`config.mk`:
```
export PLATFORM = sky130hd
export DESIGN_NAME = logic_op_sequencer
export DESIGN_NICKNAME = d
export VERILOG_FILES = /design/src/rtl/logic_op_sequencer.sv
export SDC_FILE = /design/constraint.sdc
export NUM_CORES = 1
export LEC_CHECK = 0
export ABC_AREA = 1
export BUFFER_PORTS_ARGS = -buffer_cell sky130_fd_sc_hd__buf_2
export CAP_MARGIN = 20
export CORE_UTILIZATION = 54
export DETAILED_ROUTE_END_ITERATION = 10
export GPL_TIMING_DRIVEN = 0
export PLACE_DENSITY = 0.92
export SYNTH_ARGS = -nofsm -noshare
export SYNTH_HDL_FRONTEND = slang
export SYNTH_SLANG_ARGS = --single-unit
```
`constraint.sdc`:
```
create_clock -name clk -period 2.74 [get_ports clk]
set_input_delay 0.822 -clock clk [delete_from_list [all_inputs] [get_ports clk]]
set_output_delay 0.822 -clock clk [all_outputs]
set_load 0.01 [all_outputs]
```
`src/rtl/logic_op_sequencer.sv`:
```
// rtl/logic_op_sequencer.sv - three-state command sequencer around an external combinational logic unit
//
// Accepts one command (operands + op select), holds it on the logic-unit
// inputs for SETTLE cycles, captures the unit's result, and presents it
// downstream until it is taken.
//
// Ports:
//   clk, rst_n                      clock, asynchronous active-low reset
//   in_valid/in_ready, in_a/in_b/in_sel   command handshake and payload
//   lu_a/lu_b/lu_sel  (out)         registered operands to the logic unit
//   lu_y              (in)          logic-unit result
//   out_valid/out_ready, out_y/out_sel    result handshake and payload
//   op_count                        completed output handshakes, wraps at 256
module logic_op_sequencer #(
    parameter int SETTLE = 2
) (
    input  logic       clk,
    input  logic       rst_n,
    input  logic       in_valid,
    output logic       in_ready,
    input  logic [1:0] in_a,
    input  logic [1:0] in_b,
    input  logic       in_sel,
    output logic [1:0] lu_a,
    output logic [1:0] lu_b,
    output logic       lu_sel,
    input  logic [3:0] lu_y,
    output logic       out_valid,
    input  logic       out_ready,
    output logic [3:0] out_y,
    output logic       out_sel,
    output logic [7:0] op_count
);

    typedef enum logic [1:0] {
        IDLE  = 2'd0,
        DRIVE = 2'd1,
        HOLD  = 2'd2
    } state_t;

    localparam logic [3:0] SETTLE_LOAD = 4'(SETTLE - 1);

    state_t     state;
    logic [3:0] count;

    // Handshake flags depend on the state register only, so there is no
    // combinational path from any input to in_ready or out_valid.
    assign in_ready  = (state == IDLE);
    assign out_valid = (state == HOLD);

    always_ff @(posedge clk or negedge rst_n) begin
        if (!rst_n) begin
            state    <= IDLE;
            count    <= 4'd0;
            lu_a     <= 2'd0;
            lu_b     <= 2'd0;
            lu_sel   <= 1'b0;
            out_y    <= 4'd0;
            out_sel  <= 1'b0;
            op_count <= 8'd0;
        end else begin
            case (state)
                IDLE: begin
                    if (in_valid) begin
                        lu_a   <= in_a;
                        lu_b   <= in_b;
                        lu_sel <= in_sel;
                        count  <= SETTLE_LOAD;
                        state  <= DRIVE;
                    end
                end
                DRIVE: begin
                    // The logic unit has had SETTLE cycles on stable operands
                    // once the counter reaches zero; that is the only edge
                    // where lu_y is sampled.
                    if (count == 4'd0) begin
                        out_y   <= lu_y;
                        out_sel <= lu_sel;
                        state   <= HOLD;
                    end else begin
                        count <= count - 4'd1;
                    end
                end
                HOLD: begin
                    if (out_ready) begin
                        op_count <= op_count + 8'd1;
                        state    <= IDLE;
                    end
                end
                default: begin
                    state <= IDLE;
                end
            endcase
        end
    end

endmodule

```
==> results of run 1 <==
## Yosys cell counts
master and instances:
nand3_4 1, o21ai_1 1, nand3b_1 1, o21ai_0 2, nand4_2 1, nand4_1 3, buf_6 1, nand2_2 2
nor2_4 3, o21ai_2 5, o31ai_1 1, xor2_1 3, xnor2_1 2, a21oi_1 1, nand2_1 36, dfrtp_1 24
nor2_2 1, inv_2 1, nand3_1 11, nor2_1 9, inv_1 17, ha_1 3
## cells by family after synthesis
group | share of synthesized area (%)
flip-flops | 51.6
AO/OA/AOI/OAI | 6.12
buffers and inverters | 6.77
XOR/XNOR | 3.76
AND/OR/NAND/NOR | 28.6
adder cells (fa/ha/maj) | 3.22
## cell usage in the layout, fill, tap and decap left out
cell type	Yosys	routed
dfrtp_1	24	24
nand3b_1	1	1
a21oi_1	1	1
nor2_2	1	1
o31ai_1	1	1
ha_1	3	3
nand3_4	1	1
nor2_4	3	3
buf_2	0	32
nand2_2	2	2
buf_6	1	1
nor2_1	9	9
o21ai_0	2	2
xor2_1	3	3
o21ai_1	1	1
clkbuf_4	0	3
nand4_1	3	3
inv_1	17	17
nand4_2	1	1
bufinv_16	0	1
inv_2	1	1
o21ai_2	5	5
nand2_1	36	36
xnor2_1	2	2
nand3_1	11	11
## state kept, by name (all words and copies together) (netlist names)
signal and flops:
op_count 8, out_y 4, lu_a 2, count 4
out_sel 1, lu_b 2, state 2, lu_sel 1
## power groups by stage
stage / Sequential [W] / Combinational [W] / Clock [W]
after global placement: 0.000592 / 0.000599 / 0
after CTS: 0.000593 / 0.000635 / 0.000261
after floorplan: 0.000635 / 0.000390 / 0
final: 0.000592 / 0.000626 / 0.000255
after global routing: 0.000609 / 0.000711 / 0.000278
after detailed placement: 0.000601 / 0.000633 / 0
## path summary, 6_finish.rpt
kind                                 startpoint                    to  slack, ps  cells past startpoint
min in group clk            lu_a[1]$_DFFE_PN0P_   lu_a[1]$_DFFE_PN0P_        490                      2
setup / recovery           state[1]$_DFFE_PN0P_             out_valid        720                      3
setup reg to reg           count[0]$_DFFE_PN0P_  count[0]$_DFFE_PN0P_       1380                      7
hold / removal                            rst_n  state[1]$_DFFE_PN0P_        450                      1
max in group asynchronous                 rst_n  count[2]$_DFFE_PN0P_       1940                      1
hold reg to reg             lu_a[1]$_DFFE_PN0P_   lu_a[1]$_DFFE_PN0P_        490                      2
## metal layers
| layer | vias up | wire length [um] | part of all wire (%) | GRT usage, % |
|---|---|---|---|---|
| met5 | - | 0 | 0 | 0 |
| met4 | 0 | 60 | 2.7 | 11.8 |
| met3 | 7 | 104 | 4.8 | 4.40 |
| met2 | 33 | 1080 | 49 | 36.6 |
| met1 | 438 | 940 | 43 | 25.9 |
| li1 | 479 | - | - | - |
## cell type report
cell class              instances  area [sq um]
flip-flops and latches         24           601
multi-input cells              86           485
plain buffers                   1          11.3
clock buffers                   3          22.5
repair buffers                 32           160
fillers                       165           591
inverters                      18          67.6
clock inverters                 1          30.0
well taps                      27          33.8
## per-stage QoR
| stage | util, % | total power [W] | worst slack, ps |
|---|---|---|---|
| 6_report | 70.5 | 0.00147 | 721 |
| 5_1_grt | 70.5 | 0.00160 | 660 |
| 4_1_cts | 70.5 | 0.00149 | 715 |
| 3_5_place_dp | 67.9 | 0.00123 | 1080 |
| 3_3_place_gp | 67.9 | 0.00119 | 1100 |
| 2_1_floorplan | - | 0.00103 | 1190 |
==> metrics.txt, run 1 <==
standard-cell rows=16; CTS H-tree depth=1; main area contributors after synthesis=dfrtp_1 52%, nand2_1 12%, inv_1 5.5%; initial antenna violation count=0; Critical Path Max Stage Delay=about 530 ps; CP Class=reg2out; # nets final=about 180; DRC Markers=0; Initial Util=just under 60%; Synthesized Nets=145; root buf cell=clkbuf_4; worst path cell trace=inv_1 > nor2_1 > buf_2; Worst EP arrival=1200 ps; pwr/cell area=1040 nW/um^2; CTS tree=built; cell count after synthesis=roughly 130; status=completed; Fmax achieved=495 MHz; sequential area share after synthesis=roughly 52%; layout cells sized above 1=roughly 30%; drt wl/cell=11.4 um; Top delay family on crit path=flip-flops; die area=~2300 sq um; Cell variety after synth=22; fin crit period=2020 ps; setup TNS=0 ps; cts hold-fix bufs=0; Gate power share=a little over two fifths; Core Area=between 2000 and 2500 sq um; chip width=48.4 um; Crit path required time=approximately 1900 ps; Min Hold Slack=around 450 ps; max cap viols=0; PortBufs=32; pins over their slew limit=0; Synth top area share=51.6%; crit share post-route=roughly three quarters; leakage power=0.790 nW; Num Clock Sinks=24; sw power=0.000593 W; Crit-path slowest cell=dfrtp_1; CP Max Fanout=4; drt first pass iters=4; Die Span Y=~48 um; Sw Ratio=roughly two fifths; Total GRT Usage=a little over a fifth; grt total ovfl=0; Tightest Pin Transition=between 500 and 600 ps; worst vdd ir=0.698 mV; mean area per synthesized cell=9.03 sq um; synthesized flop and latch total=24; Crit. End Element=output port; Yosys top cell by area=dfrtp_1; Pint=roughly 0.00088 W; Finished Layout Cells=~190; post-CTS sizing=0; Area growth, synth to finish=21.2%; Hold Path Class=in2async; Finished Cell Area=around 1400 sq um; Worst slew margin=around 66%; RSZ-0062 raised after global routing=no; CP Buf/Inv Count=2; Clock Path Buffers=2; GPL Wtd Cong=0.761; final number of setup-violating endpoints=0; clk_lat worst skew=around 320 ps; Fin. Hold Viols=0; power share of the clock group=between 10% and 20%; YS warnings=0; Seq pwr share=between 40% and 50%; antenna cell count=0; CTS Buf Count=3; first-iteration detailed-routing DRC count=18; startpoint types=flop; Total Routed Length=around 2200 um; largest net degree at the start of global routing=25; number of routed nets with antenna violations=0; first-pass GRT wire length=3880 um; vias in the first global route=921; Vias/cell=between 4 and 5; clock-pin slew of the registers on the worst-case setup and hold paths=about 130 ps; I/O Pins=33; Placed Cells=188; vias=around 960; Post-CTS Setup Bufs=0; DP HPWL=1710 um; Cell Area, Synth=1160 sq um; dpl cell area=1360 sq um; final setup skew=between 7 and 8 ps
(Power assumes the default switching activity.)
==> inputs of run 2 (changes only) <==
--- a/config.mk
+++ b/config.mk
@@ -8,10 +8,10 @@
 export ABC_AREA = 1
 export BUFFER_PORTS_ARGS = -buffer_cell sky130_fd_sc_hd__buf_2
 export CAP_MARGIN = 20
-export CORE_UTILIZATION = 54
+export CORE_UTILIZATION = 50
 export DETAILED_ROUTE_END_ITERATION = 10
 export GPL_TIMING_DRIVEN = 0
-export PLACE_DENSITY = 0.92
+export PLACE_DENSITY = 0.87
 export SYNTH_ARGS = -nofsm -noshare
 export SYNTH_HDL_FRONTEND = slang
 export SYNTH_SLANG_ARGS = --single-unit
==> constraint.sdc (replaced) <==
create_clock -name clk -period 2.1 [get_ports clk]
set_input_delay 0.63 -clock clk [delete_from_list [all_inputs] [get_ports clk]]
set_output_delay 0.63 -clock clk [all_outputs]
set_load 0.01 [all_outputs]
==> metrics.txt, run 2 (synthesized netlist as in run 1, its figures left out) <==
standard-cell rows=17 (+1); final setup skew=2.56 ps (-5.00 ps); Total Routed Length=2120 um (-3.2%); Clock Path Buffers=2 (unchanged); RR Endpoint=count[0]$_DFFE_PN0P_; PortBufs=32 (unchanged); CTS Buf Count=3 (unchanged); CP Class=reg2out; final number of setup-violating endpoints=0 (unchanged); Initial Util=52.7% (-5.5 points); fin crit period=approximately 1800 ps; first-iteration detailed-routing DRC count=15 (-3); # nets final=182 (unchanged); antenna cell count=0 (unchanged); I/O Pins=33 (unchanged); startpoint types=flop; max cap viols=0 (unchanged); CTS H-tree depth=1 (unchanged); Worst slew margin=65.6% (-0.13 points); clk_lat worst skew=300 ps (-20 ps); commonest non-fill, non-tap cells in the layout=36 x nand2_1, 32 x buf_2, 24 x dfrtp_1; Tightest Pin Transition=516 ps (+1.99 ps); DP Worst Slack=638 ps (-442 ps); Critical Path Max Stage Delay=530 ps (about the same); first-pass GRT wire length=3770 um (-2.8%); layout cells sized above 1=30.5% (-0.42 points); Crit-path slowest cell=dfrtp_1; clock-pin slew of the registers on the worst-case setup and hold paths=120 ps (about the same); status=completed; CP Buf/Inv Count=2 (unchanged); CP Max Fanout=4 (unchanged); chip width=50.3 um (+3.8%); pins over their slew limit=0 (unchanged); largest net degree at the start of global routing=25 (unchanged); drt wl/cell=11.0 um (-3.2%); worst vdd ir=0.736 mV (+5.5%); Min Hold Slack=280 ps (-171 ps); Num Clock Sinks=24 (unchanged); RSZ-0062 raised after global routing=no; R2R Setup Slk=760 ps (-620 ps); drt first pass iters=4 (unchanged); post-CTS sizing=0 (unchanged); Crit path required time=1470 ps (-450 ps); die area=2530 sq um (+7.7%); cts hold-fix bufs=0 (unchanged); Crit. End Element=output port; Worst EP arrival=1180 ps (-20 ps); Worst R2R Start=count[0]$_DFFE_PN0P_; commonest non-fill, non-tap cell in the layout=nand2_1; pwr/cell area=1290 nW/um^2 (+23%); Reg with most FFs=op_count; R2R cell count=7 (unchanged); Area growth, synth to finish=18.7%; PnR worst setup slack=286 ps (-434 ps); Largest register FFs=8 (unchanged); crit share post-route=around 86%; Top delay family on crit path=flip-flops; Core Area=2210 sq um (+10%); Finished Cell Area=1380 sq um (-2.0%); setup TNS=0 ps (unchanged); Final Core Density=62.5% (-8.0 points); Total GRT Usage=19.5% (-2.1 points); Die Span Y=50.3 um (+3.8%); vias in the first global route=923 (+0.22%); Vias/cell=4.97 (-0.21%); initial antenna violation count=0 (unchanged); grt total ovfl=0 (unchanged); leakage power=0.775 nW (-1.8%); root buf cell=clkbuf_4; vias=955 (-0.21%); worst path cell trace=inv_1 > nor2_1 > buf_2; Fin. Hold Viols=0 (unchanged); DP HPWL=1670 um (-2.5%); DRC Markers=0 (unchanged); number of routed nets with antenna violations=0 (unchanged); Fmax achieved=about 550 MHz; GPL Wtd Cong=0.769 (+1.0%); dpl cell area=1360 sq um (about the same); largest registers=op_count: 8 flops, count: 4 flops, out_y: 4 flops; Hold Path Class=in2async; CTS tree=built; Post-CTS Setup Bufs=0 (unchanged)
[run 2: final cells by class]
type                            count  area (sq um)
Clock buffer                        3          22.5
Sequential cell                    24           601
Timing Repair Buffer               32           160
Inverter                           18          67.6
Buffer                              1          11.3
Tap cell                           28          35.0
Multi-Input combinational cell     86           485
Fill cell                         204           830
[run 2: metal layers]
| layer | part of all wire, % | track usage, % | vias to the layer above |
|---|---|---|---|
| li1 | - | - | 478 |
| met4 | 0 | 4.29 | 0 |
| met2 | 51 | 36.0 | 27 |
| met5 | 0 | 0 | - |
| met3 | 4.4 | 2.73 | 0 |
| met1 | 44 | 23.8 | 450 |
[run 2: power by group]
group	switching [W]	total, W	leakage [nW]	internal (W)
Combinational	0.000491	0.000813	0.455	0.000323
Clock	0.000124	0.000191	0.0138	0.0000668
Sequential	0.000143	0.000775	0.306	0.000632
[run 2: worst max-delay path by stage]
stage / slack, ps / to / from / depth (start not counted)
floorplan: 740 / out_valid / state[1]$_DFFE_PN0P_ / 2
detailed placement: 640 / out_valid / state[1]$_DFFE_PN0P_ / 3
global placement: 660 / out_valid / state[1]$_DFFE_PN0P_ / 3
global route: 200 / out_valid / state[1]$_DFFE_PN0P_ / 3
finish: 290 / out_valid / state[1]$_DFFE_PN0P_ / 3
CTS: 290 / out_valid / state[1]$_DFFE_PN0P_ / 3
[run 2: stage by stage]
stage               power [W]  cells
floorplan             0.00134    129
global placement      0.00155    189
detailed placement    0.00161    189
CTS                   0.00181    192
global route          0.00194    192
finish                0.00178    192
